$ cat config.mk
export PLATFORM = sky130hd
export DESIGN_NAME = rx_fifo_buffer
export DESIGN_NICKNAME = d
export VERILOG_FILES = /design/src/rtl/rx_fifo_buffer.sv
export SDC_FILE = /design/constraint.sdc
export NUM_CORES = 1
export LEC_CHECK = 0
export CAP_MARGIN = 25
export CORE_MARGIN = 1.5
export CORE_UTILIZATION = 30
export CTS_CLUSTER_DIAMETER = 200
export DETAILED_ROUTE_END_ITERATION = 10
export DONT_BUFFER_PORTS = 1
export PLACE_DENSITY = 0.53
export SYNTH_ARGS = -nofsm -noshare
export SYNTH_HDL_FRONTEND = slang
export SYNTH_SLANG_ARGS = --single-unit
$ cat constraint.sdc
create_clock -name clk -period 3.2 [get_ports clk]
set_input_delay 0.64 -clock clk [delete_from_list [all_inputs] [get_ports clk]]
set_output_delay 0.64 -clock clk [all_outputs]
set_load 0.02 [all_outputs]
$ cat src/rtl/rx_fifo_buffer.sv
// Receive-side FIFO between the UART receiver and the host: edge-qualified capture with clr_rda ack,
// rd_en pop, occupancy and sticky overflow. Define RX_FIFO_FWFT_EN for first-word fall-through reads.
module rx_fifo_buffer #(
    parameter int DEPTH = 8,
    parameter int WIDTH = 8
) (
    input  logic                   clk,
    input  logic                   reset,
    input  logic [WIDTH-1:0]       receiver_buffer,
    input  logic                   RDA,
    output logic                   clr_rda,
    input  logic                   rd_en,
    output logic [WIDTH-1:0]       rd_data,
    output logic                   rd_valid,
    output logic                   empty,
    output logic                   full,
    output logic [$clog2(DEPTH):0] count,
    output logic                   overflow,
    input  logic                   clr_ovf
);

    localparam int PW = $clog2(DEPTH);
    localparam int CW = PW + 1;

    logic [WIDTH-1:0] mem [DEPTH];
    logic [PW-1:0]    wr_ptr;
    logic [PW-1:0]    rd_ptr;
    logic             rda_q;
    logic             wr_evt;
    logic             pop_ok;
    logic             wr_ok;

    assign empty  = (count == '0);
    assign full   = (count == CW'(DEPTH));
    assign wr_evt = RDA & ~rda_q;
    assign pop_ok = rd_en & ~empty;
    // A pop in the same cycle frees the slot, so a write at full is still accepted.
    assign wr_ok  = wr_evt & (~full | pop_ok);

    // NOTE: state registers use non-blocking assignments so every flop samples pre-edge values.
    always_ff @(posedge clk or negedge reset) begin
        if (!reset) begin
            rda_q    <= 1'b0;
            clr_rda  <= 1'b0;
            wr_ptr   <= '0;
            rd_ptr   <= '0;
            count    <= '0;
            overflow <= 1'b0;
        end else begin
            rda_q   <= RDA;
            clr_rda <= wr_evt;
            if (wr_ok)  wr_ptr <= wr_ptr + PW'(1);
            if (pop_ok) rd_ptr <= rd_ptr + PW'(1);
            case ({wr_ok, pop_ok})
                2'b10:   count <= count + CW'(1);
                2'b01:   count <= count - CW'(1);
                default: count <= count;
            endcase
            if (wr_evt && !wr_ok) overflow <= 1'b1;
            else if (clr_ovf)     overflow <= 1'b0;
        end
    end

    // NOTE: storage has no reset; its contents are meaningless until written.
    always_ff @(posedge clk) begin
        if (wr_ok) mem[wr_ptr] <= receiver_buffer;
    end

`ifdef RX_FIFO_FWFT_EN
    assign rd_data  = empty ? '0 : mem[rd_ptr];
    assign rd_valid = ~empty;
`else
    always_ff @(posedge clk or negedge reset) begin
        if (!reset) begin
            rd_valid <= 1'b0;
            rd_data  <= '0;
        end else begin
            rd_valid <= pop_ok;
            if (pop_ok) rd_data <= mem[rd_ptr];
        end
    end
`endif

endmodule
After elaboration in Yosys (flattened, before gate mapping)
Memory sizes are Yosys's and may differ from the RTL's. A register that Yosys moved wholly into a read port is not among the register bits.
Cells that the tools add are included.
- register bits: 14
- bits in latches: 0
- bits in writable memories: 64
- bits in read-only memories: 0
- input bits: 13
- output and inout port bits: 17
- word-level logic and storage cells: 33
- memories: 1
- add/sub/neg operators: 4
- multipliers: 0
- div/mod/pow operators: 0
- order comparisons: 0
- equal/unequal tests: 3
- shift-type cells: 0
- mux-type cells: 5
- bitwise gates (word level): 7
- reduce and logical (&&, ||, !) cells: 6
- memory list (memory ; depth ; bits a word ; rd ports ; clocked after Yosys merged registers in ; write ports ; RTL line ; RTL):
    mem ; 8 ; 8 ; 1 ; 1 ; 1 ; 25 ; logic [WIDTH-1:0] mem [DEPTH];
- operators by type and width (cell ; count):
    $pmux W4 S2 ; 1
    $add A3 B1 Y3 const B ; 2
    $add A4 B1 Y4 const B ; 1
    $eq A4 B4 Y1 const B ; 1
    $logic_not A4 Y1 ; 1
    $mux W1 ; 4
    $reduce_bool A2 Y1 ; 2
    $sub A4 B1 Y4 const B ; 1
    $and A1 B1 Y1 ; 3
    $not A1 Y1 ; 3
    $eq A2 B1 Y1 const B ; 1
    $eq A2 B2 Y1 const B ; 1
    $logic_not A1 Y1 ; 2
    $logic_and A1 B1 Y1 ; 1
    $or A1 B1 Y1 ; 1

Logic depth before layout (Yosys ltp)
Gate-level depths: netlist of run 1.
- depth in word-level cells: 8
- gate-level depth with buffers: 10
- gate-level depth less buffers: 9

Worst setup path after synthesis of run 1
No wires, ideal clock.
- path kind: flip-flop to flip-flop
- from: register count[0]
- to: register count[3]
- library setup time: 0.116 ns
- arrival time: 2.475 ns
- path slack: 0.609 ns
- stages on the path, launching flop included: 10
- clock period less this slack: 2.591 ns
- cell sequence: dfrtp_1 > clkbuf_2 > nor4b_4 > a21oi_1 > inv_2 > ha_1 > ha_1 > a21oi_1 > o21ai_0 > o311ai_0
- elaborated cells on any way between the ends: 13
- RTL lines (what ; RTL line ; RTL):
    from (decl) ; 17 ; output logic [$clog2(DEPTH):0] count,
    from (signal assigned) ; 55 ; 2'b10: count <= count + CW'(1);
    from (signal assigned) ; 56 ; 2'b01: count <= count - CW'(1);
    from (signal assigned) ; 57 ; default: count <= count;
    $eq A4 B4 Y1 * ; 34 ; assign full = (count == CW'(DEPTH));
    named net full ; 16 ; output logic full,
    $not A1 Y1 * ; 38 ; assign wr_ok = wr_evt & (~full | pop_ok);
    $or A1 B1 Y1 * ; 38 ;
    $and A1 B1 Y1 * ; 38 ;
    $eq A2 B1 Y1 / $eq A2 B2 Y1 (equally long branches) ; 54 ; case ({wr_ok, pop_ok})
    $pmux W4 S2 / $reduce_bool A2 Y1 (equally long branches) ; n/a ;
The timed path passes the listed nets; every way through them passes the cells marked *.
A chain may end at the register's enable or synchronous reset.

Worst setup path in the final report of run 1
- from: register count[2]
- to: register count[3]
- cells in the longest elaborated chain, start to end: 7
- elaborated cells on any way between the ends: 13
- RTL lines (what ; RTL line ; RTL):
    $logic_not A4 Y1 ; 33 ; assign empty = (count == '0);
    $not A1 Y1 ; 36 ; assign pop_ok = rd_en & ~empty;
    $and A1 B1 Y1 ; 36 ;
    $or A1 B1 Y1 ; 38 ;
    $and A1 B1 Y1 ; 38 ;
    $eq A2 B1 Y1 / $eq A2 B2 Y1 (equally long branches) ; 54 ;
    $pmux W4 S2 / $reduce_bool A2 Y1 (equally long branches) ; n/a ;
Parallel ways exist; a longest one is shown, timed or not.

==> results.md, run 1 <==
- Initial Utilization: 0.309
- Filler cells: 1079
- Highest clock rate: 383 MHz
- DRC Markers: 0
- Final Hold Violating Endpoints: 0
- Postcts setup bufs: 0
- Root buffer cell: clkbuf_16
- Clock buffer depth: 2
- P_leak: 1.45 nW
- DIE AREA: 12500 µm²
- Number of max-cap violations: 0
- #FFs+latches synth: 86
- Cell Chain, Critical Path: nor4b_4 > a21oi_1 > inv_2 > ha_1 > ha_1 > a21oi_1 > o21ai_0 > o311ai_0
- Overflow after GRT: 0
- Post-route ant nets: 0
- Vias in the first global route: 1937
- Critical path data arrival time: 2.82 ns
- Pin count of the biggest net entering global routing: 35
- DRT iter0 DRCs: 86
- Worst-case hold slack: roughly 0.34 ns
- Chip Width: 112 µm
- Site Rows: 39
- Layout cells sized above 1: 0.187
- Post-cts repair resize count: 0
- WL final: 6.75 mm
- Slowest-stage cell, CP: dfrtp_1
- Clock sinks: 86
- Worst path required time: 3.41 ns
- Port Buffers: 0
- Clk Latency, worst-skew pair: 0.33 ns
- Top-level I/O count: 30
- Max incr delay on CP: 0.54 ns
- First-pass GRT wire length: ~11 mm
- Area growth from synthesis to layout: 13.2%
- VDD IR max: 494 µV
- Routed vias: between 1500 and 2000
- TritonCTS Buffers: 9
- Crit end category: flip-flop
- Avg Cell Area, Syn: 15.7 µm²
- Top FF cell, synth: edfxtp_1
- Peak fanout along the critical path: 8
- DR vias/cell: 4.76
- Outcome: finished clean
- P per Cell Area: ~880 nW/µm²
- Syn nets: 245
- Final Critical Period: between 2 and 3 ns
- Post-route clock period utilization: 0.816
- Gpl congestion: 0.742
- Final net count: 260
- Pre-antenna DRT Iters: 5
- CTS Hold Buffers Added: 1
- Delay-heaviest family, CP: compound AO/OA/AOI/OAI gates
- Clock skew: just under 0.005 ns
- Distinct cells, synth: 32
- Synth warnings: 0
- ANT cells: 0
- Slew Limit Fails: 0
- Clk slew on worst S/H paths: 0.06 ns
- Mapped Cells: 226
- Placed Area: roughly 3700 µm²
- CTS tree: built
- H-tree depth: 3
- Crit path buf inv count: 1
- DP HPWL: about 4.3 mm
- Design area: 4020 µm²
- Post-synth EDFFs: 64
- GRT Total Usage: 0.115
- Post-Syn Area: ~3500 µm²
- Antenna violations before repair: 0
- Critical path launch point type: flip-flop
- Vert. Die Dim: 112 µm
- Register area share after synthesis: 0.697
- Final TNS setup: 0 ns
- Worst slew margin: 0.415
- Worst setup path class: reg2reg
- DR WL/cell: 17.4 µm
- Asr flop ratio synth: 0.256
- Hold Crit Class: in2reg
- Total power: 0.00354 W
- RSZ-0062 raised after global routing: no
- Setup-failing EPs final: 0
- Worst Max-Slew Pin Slew: 0.869 ns
- Core area: 11500 µm²
[synthesized netlist by cell type, drive strengths merged, types with 6 or more instances]
cell,n,area (µm²)
mux2i,17,170
nand2,22,82.6
mux2,16,180
buf,6,77.6
o22ai,9,56.3
a221o,8,80.1
edfxtp,64,1920
o21ai,11,55.1
dfrtp,22,551
inv,10,37.5
[where the power goes]
group / total, W / switching, W / internal (W)
Clock: 0.000928 / 0.000410 / 0.000518
Sequential: 0.00167 / 0.000287 / 0.00139
Combinational: 0.000940 / 0.000514 / 0.000426
[worst register-to-register path: stages, from the launching register on]
cell and delay (ns):
dfrtp_1 0.54, nor4b_4 0.36, a21oi_1 0.17, inv_2 0.16, ha_1 0.30, ha_1 0.27, a21oi_1 0.21, o21ai_0 0.14
o311ai_0 0.34
[metrics by stage]
| stage | instances | utilization | setup WS (ns) |
|---|---|---|---|
| 2_1_floorplan | 226 | - | 0.609 |
| 3_3_place_gp | 371 | 0.325 | 0.677 |
| 3_5_place_dp | 371 | 0.325 | 0.590 |
| 4_1_cts | 388 | 0.349 | 0.579 |
| 5_1_grt | 389 | 0.350 | 0.396 |
| 6_report | 389 | 0.350 | 0.590 |
[per-layer routing]
| layer | vias to the layer above | GRT usage | routed length (µm) |
|---|---|---|---|
| met3 | 10 | 0.0370 | 279 |
| li1 | 886 | - | - |
| met4 | 0 | 0.0523 | 120 |
| met2 | 33 | 0.187 | 3400 |
| met5 | - | 0 | 0 |
| met1 | 924 | 0.139 | 2950 |
[state kept, by name, summed over array words and instances, names as in the netlist]
signal	count
rd_ptr	3
rda_q	1
wr_ptr	3
rd_data	8
rd_valid	1
overflow	1
clr_rda	1
count	4
mem	64
[worst paths after layout]
path | from | to | slack (ns) | cells past startpoint
max in group asynchronous | reset | wr_ptr[2] | 2.07 | 2
min in group asynchronous | reset | rd_data[3] | 0.69 | 1
hold / removal | RDA | rda_q | 0.34 | 0
setup / recovery | count[2] | count[3] | 0.59 | 8
hold reg to reg | rda_q | clr_rda | 0.54 | 2
setup reg to reg | count[2] | count[3] | 0.59 | 8
[final cells by class]
cell class | count | area [µm²] | share of cell area
multi-input cells | 121 | 955 | 0.238
clock inverters | 7 | 41.3 | 0.0103
well taps | 143 | 179 | 0.0445
flip-flops and latches | 86 | 2470 | 0.615
inverters | 10 | 37.5 | 0.00934
repair buffers | 13 | 108 | 0.0268
clock buffers | 9 | 225 | 0.0561
[placed cells by master, fill, tap and decap left out, types with 3 or more instances in the layout]
master,instances
clkbuf_16,9
dfrtp_1,22
o21ai_0,3
a221o_1,8
mux2_2,16
o21ai_1,8
inv_1,8
mux2i_1,17
clkinv_1,3
nand2b_1,5
nor2_1,4
xnor2_1,5
buf_4,11
o22ai_1,9
nor3_1,5
nand2_1,22
ha_1,5
edfxtp_1,64
[cell families (layout without fill, tap and decap cells)]
| group | after synthesis | after routing | synth area share |
|---|---|---|---|
| compound gates | 32 | 32 | 0.0670 |
| flops | 86 | 86 | 0.697 |
| fa+ha+maj | 6 | 6 | 0.0233 |
| mux | 33 | 33 | 0.0987 |
| buf+inv | 19 | 39 | 0.0360 |
| simple gates | 44 | 44 | 0.0635 |
| xor+xnor | 6 | 6 | 0.0148 |
No activity file was read; power rests on OpenSTA's default activity.
==> run 2, diff against run 1 <==
==> constraint.sdc (replaced) <==
create_clock -name clk -period 2.6 [get_ports clk]
set_input_delay 0.52 -clock clk [delete_from_list [all_inputs] [get_ports clk]]
set_output_delay 0.52 -clock clk [all_outputs]
set_load 0.02 [all_outputs]
==> run 2 against run 1 <==
Compared with the run above: via count grew 0.92%; flip-flop and latch count is the same; wire length grew 3.7%; cell count grew 2.1%; total power grew 29%; combinational power grew 38%.
==> results.md, run 2 (synthesis gave the netlist of run 1 again) <==
- Final net count: between 200 and 300
- Vias in the first global route: 1885
- CTS tree: built
- Final Critical Period: around 2.4 ns
- Root buffer cell: clkbuf_16
- Clk Latency, worst-skew pair: 0.34 ns
- Antenna violations before repair: 0
- Peak fanout along the critical path: 8
- Initial Utilization: 0.309
- Worst Max-Slew Pin Slew: around 0.80 ns
- DR WL/cell: 17.6 µm
- DR vias/cell: 4.71
- Post-route ant nets: 0
- Clk slew on worst S/H paths: 0.06 ns
- H-tree depth: 3
- Min-Delay Path Depth: 0
- Sequential Power Share: 0.445
- Pin count of the biggest net entering global routing: 35
- Commonest non-fill, non-tap cell in the layout: edfxtp_1
- Worst path required time: 2.83 ns
- Core area: 11500 µm²
- Gpl congestion: just over 0.7
- Final Hold Violating Endpoints: 0
- Top routing layer in use: met4
- Crit Reg-Reg Startpoint: count[2]
- Max FFs per register: 64
- Highest clock rate: ~420 MHz
- Number of max-cap violations: 0
- Post-route clock period utilization: 0.915
- Top-level I/O count: 30
- Reg2Reg Setup Slack: 0.22 ns
- GRT Total Usage: 0.119
- WL final: 7.00 mm
- Hold Crit Class: in2reg
- Critical path data arrival time: 2.61 ns
- Clock share of power: 0.270
- Routed vias: 1870
- M1 wire length: around 3.1 mm
- Switching share of power: 0.332
- Setup-failing EPs final: 0
- RSZ-0062 raised after global routing: no
- Clock sinks: 86
- Clock buffer depth: 2
- P_leak: 1.51 nW
- DR WL met2: 3.54 mm
- Crit end category: flip-flop
- Port Buffers: 0
- Met3 Wirelength: 233 µm
- Fin cells: 397
- ANT cells: 0
- Biggest register: mem
- Chip Width: 112 µm
- DRC Markers: 0
- Clock skew: 0.00899 ns
- Internal: between 0.003 and 0.004 W
- Area growth from synthesis to layout: 16.3%
- VDD IR max: 457 µV
- R2R depth: 7
- Setup crit start: count[2]
- DP HPWL: 4.50 mm
- TritonCTS Buffers: 9
- Worst setup path class: reg2reg
- Worst R2R End: count[3]
- DIE AREA: about 12000 µm²
- Most frequent cells in the layout: edfxtp_1 (64), nand2_1 (22), dfrtp_1 (22), buf_4 (19), mux2i_1 (17)
- P per Cell Area: 1110 nW/µm²
- Slew Limit Fails: 0
- Overflow after GRT: 0
- Final TNS setup: 0 ns
- Pre-antenna DRT Iters: 4
- Worst slew margin: 0.463
- Layout cells sized above 1: 0.213
- Site Rows: 39
- Outcome: finished clean
- Hold path startpoint: RDA
- Dpl cells: 380
- Vert. Die Dim: ~110 µm
- Min-Delay Endpoint: rda_q
- Critical path launch point type: flip-flop
- First-pass GRT wire length: between 10 and 15 mm
- DRT iter0 DRCs: 92
- Top flop regs: mem: 64 flops, rd_data: 8 flops, count: 4 flops
- NetSw: between 0.0015 and 0.002 W
- Gate power share: 0.285
run 2: power by group through the flow:
| stage | Sequential [W] | Combinational (W) | Clock [W] |
|---|---|---|---|
| 5_1_grt | 0.00206 | 0.00144 | 0.00132 |
| 2_1_floorplan | 0.00201 | 0.00101 | 0 |
| 3_3_place_gp | 0.00206 | 0.00129 | 0 |
| 6_report | 0.00203 | 0.00130 | 0.00123 |
| 3_5_place_dp | 0.00207 | 0.00131 | 0 |
| 4_1_cts | 0.00204 | 0.00133 | 0.00127 |
run 2: cell type report:
| class | count | area, µm² |
|---|---|---|
| Inverter | 10 | 37.5 |
| Clock buffer | 12 | 236 |
| Multi-Input combinational cell | 121 | 955 |
| Clock inverter | 3 | 46.3 |
| Sequential cell | 86 | 2470 |
| Timing Repair Buffer | 22 | 200 |
| Tap cell | 143 | 179 |
| Fill cell | 1074 | 7340 |
run 2: worst max-delay path: stages (launching register included):
cell	delay, ns
dfrtp_1	0.51
o41ai_4	0.44
inv_2	0.10
ha_1	0.30
ha_1	0.30
a21oi_1	0.21
o21ai_0	0.14
o311ai_1	0.28
run 2: repair_timing:
item                                    4_1_cts  5_1_grt
endpoints found under the setup margin        0        1
setup buffers                                 0        0
gates resized for setup                       0        1
hold buffers                                  1        0
endpoints found under the hold margin        22        0
run 2: worst max-delay path by stage:
stage               depth (start not counted)       end  slack (ns)
floorplan                                   9  count[3]       0.009
global placement                            7  count[3]        0.24
detailed placement                          7  count[3]        0.14
CTS                                         7  count[3]        0.14
global route                                7  count[3]      0.0004
finish                                      7  count[3]        0.22
run 2: metrics by stage:
| step | area, µm² | hold slack [ns] | worst slack (ns) | power (W) | util |
|---|---|---|---|---|---|
| after floorplan | 3550 | 0.224 | 0.00889 | 0.00302 | - |
| after global placement | 3810 | 0.225 | 0.237 | 0.00335 | 0.332 |
| after detailed placement | 3810 | 0.225 | 0.144 | 0.00338 | 0.332 |
| after CTS | 4100 | 0.203 | 0.139 | 0.00463 | 0.357 |
| after global routing | 4130 | 0.196 | 0.000384 | 0.00483 | 0.360 |
| final | 4130 | 0.214 | 0.221 | 0.00457 | 0.360 |
run 2: layer usage:
metal | up-vias | track usage
li1 | 902 | -
met1 | 938 | 0.149
met2 | 22 | 0.191
met3 | 8 | 0.0348
met4 | 0 | 0.0532
met5 | - | 0
==> run 3, diff against run 2 <==
--- a/config.mk
+++ b/config.mk
@@ -8,7 +8,6 @@
 export CAP_MARGIN = 25
 export CORE_MARGIN = 1.5
 export CORE_UTILIZATION = 30
-export CTS_CLUSTER_DIAMETER = 200
 export DETAILED_ROUTE_END_ITERATION = 10
 export DONT_BUFFER_PORTS = 1
 export PLACE_DENSITY = 0.53
==> results of run 3 <==
The final DEF is identical to that of run 2; final timing and power are the same.
==> patch (config.mk and constraints of run 3) <==
Change the parameter `DEPTH` from 8 to 32.
--- a/src/rtl/rx_fifo_buffer.sv
+++ b/src/rtl/rx_fifo_buffer.sv
@@ -1,7 +1,7 @@
 // Receive-side FIFO between the UART receiver and the host: edge-qualified capture with clr_rda ack,
 // rd_en pop, occupancy and sticky overflow. Define RX_FIFO_FWFT_EN for first-word fall-through reads.
 module rx_fifo_buffer #(
-    parameter int DEPTH = 8,
+    parameter int DEPTH = 32,
     parameter int WIDTH = 8
 ) (
     input  logic                   clk,
Ports: changed (resized count); port bits go from 30 to 32. No check against the original RTL was run, so the function may have changed too.
==> patch against run 3 <==
  * Die area grew to 3.1 times the old value
  * Routed wire length grew to 3.7 times the old value
  * Via count grew to 3.0 times the old value
  * Sequential power grew to 2.9 times the old value
  * Global-route usage is 1.4 points higher
  * Critical path depth is 4 higher
  * Largest power group unchanged
  * Largest cell class unchanged
  * Highest routed layer unchanged
  * Area after synthesis grew to 3.2 times the old value
  * Worst setup slack worse by 0.16 ns
  * Sequential share of layout area is 3.9 points higher
  * Cell area grew to 3.2 times the old value
  * Total power grew to 3.0 times the old value
  * Final cell count grew to 3.0 times the old value
  * Sequential cell count is 198 higher
==> patch: results (changes against run 3) <==
outcome = finished, final reports clean (unchanged)
FILL cells = 3,393 (was 1,074)
FF+latch count, synth = 284 (was 86)
Syn Inst Count = 626 (was 226)
Skew-Pair Late Insertion Delay = 0.55 ns (was 0.34 ns)
Starting DRT DRC Count = 424 (was 92)
Critical R2R Launch = count[4] (was count[2])
Post-synth ARST share = 9.86% (was 25.6%)
Hold WS = 0.0589 ns (was 0.214 ns)
critical path arrival = 3.00 ns (was 2.61 ns)
DP Area = 12,100 µm² (was 3810 µm²)
share of layout cells above drive strength 1 = 20.0% (was 21.3%)
Reg2Reg Setup Slack = 0.06 ns (was 0.22 ns)
register area share after synthesis = 74.1% (was 69.7%)
dpl ws = -0.00549 ns (was 0.144 ns)
Pleak = 0.00427 µW (was 0.00151 µW)
Synth cell types = 50 (was 32)
largest net degree at the start of global routing = 33 (was 35)
number of synthesized flops with an enable pin = 256 (was 64)
Min-Delay Endpoint = mem[8][4] (was rda_q)
final WL = 25,700 µm (was 7000 µm)
Synth area leaders = edfxtp_1, mux4_2, dfrtp_1 (was edfxtp_1, dfrtp_1, mux2_2)
synth cell count leaders = edfxtp_1, nor2_1, mux2i_1, mux4_2, dfrtp_1 (was edfxtp_1, dfrtp_1, nand2_1, mux2i_1, mux2_2)
overall fraction of global-route tracks in use = 13.3% (was 11.9%)
met3 global-route usage = 2.54% (was 3.48%)
DR pass1 iterations = 5 (was 4)
Placer Congestion = 0.787 (was 0.727)
wire per inst = 21.7 µm (was 17.6 µm)
hold path startpoint = receiver_buffer[4] (was RDA)
largest stage delay on the critical path = 0.43 ns (was 0.51 ns)
CP max FO = 6 (was 8)
delay-heaviest family, CP = simple AND/OR/NAND/NOR gates (was compound AO/OA/AOI/OAI gates)
Critical Path Slowest Stage Cell = or4_4 (was dfrtp_1)
maximum clock insertion buffer count = 3 (was 2)
vias in the first global route = 5,839 (was 1,885)
vias per cell = 4.81 (was 4.71)
syn_nets = 650 (was 245)
M1 GR Usage = 17.7% (was 14.9%)
first-pass GRT wire length = 38,200 µm (was 11,000 µm)
R2R depth = 11 (was 7)
Max VDD drop = 516 µV (was 457 µV)
CTS Buf Count = 29 (was 9)
DPL Wire Length = 16,600 µm (was 4500 µm)
H-tree levels = 1 (was 3)
FF-to-FF End = count[5] (was count[3])
==> patch: cell count changes in the layout (fill, tap and decap cells not counted), sizes merged, moves of 14 or more <==
cell,run 3,this run
edfxtp,64,256
clkbuf,12,32
mux4,0,36
mux2,16,1
a22oi,0,14
clkinv,1,16
nor2,4,53
mux2i,17,49
==> patch: worst max path at each step <==
stage,start,end,slack [ns],cells past startpoint
after floorplan,count[4],count[5],-0.26,12
after global placement,count[4],count[5],0.07,11
after detailed placement,count[4],count[5],-0.005,10
after CTS,count[0],count[5],0.001,11
after global routing,count[4],count[5],-0.04,11
final,count[4],count[5],0.06,11
==> patch: per-layer routing <==
metal | vias up | wire [µm]
li1 | 2564 | -
met1 | 2954 | 10800
met2 | 145 | 12800
met3 | 33 | 1620
met4 | 0 | 435
met5 | - | 0
==> patch: cell type report <==
class	instances	area (µm²)	area share, %
tap	504	631	4.79
clock buffer	31	733	5.57
timing repair buffer	32	330	2.51
sequential	284	8400	63.8
multi-input combinational	300	2810	21.3
clock inverter	22	214	1.63
inverter	11	46.3	0.352
antenna	1	2.50	0.0190
==> patch: timing repair <==
action / CTS / global route
setup endpoints to repair: 1 / 2
hold endpoints to repair: 29 / 0
gates resized for setup: 2 / 10
setup buffers: 2 / 1
hold buffers: 3 / 0
pin swaps: 1 / 3
==> patch: power breakdown <==
group / switching [µW] / total, µW / internal [µW]
clock: 1690 / 4120 / 2430
combinational: 2010 / 3740 / 1730
sequential: 594 / 5890 / 5300
==> patch: cells by family after synthesis <==
kind of cell,Yosys count,share of synthesized area [%]
DFF,284,74.1
and+or+nand+nor,106,4.61
muxes,86,11.6
AOI/OAI and AO/OA,85,5.38
buffers and inverters,42,2.13
xor gates and xnor gates,12,0.928
adders and majority gates,11,1.28
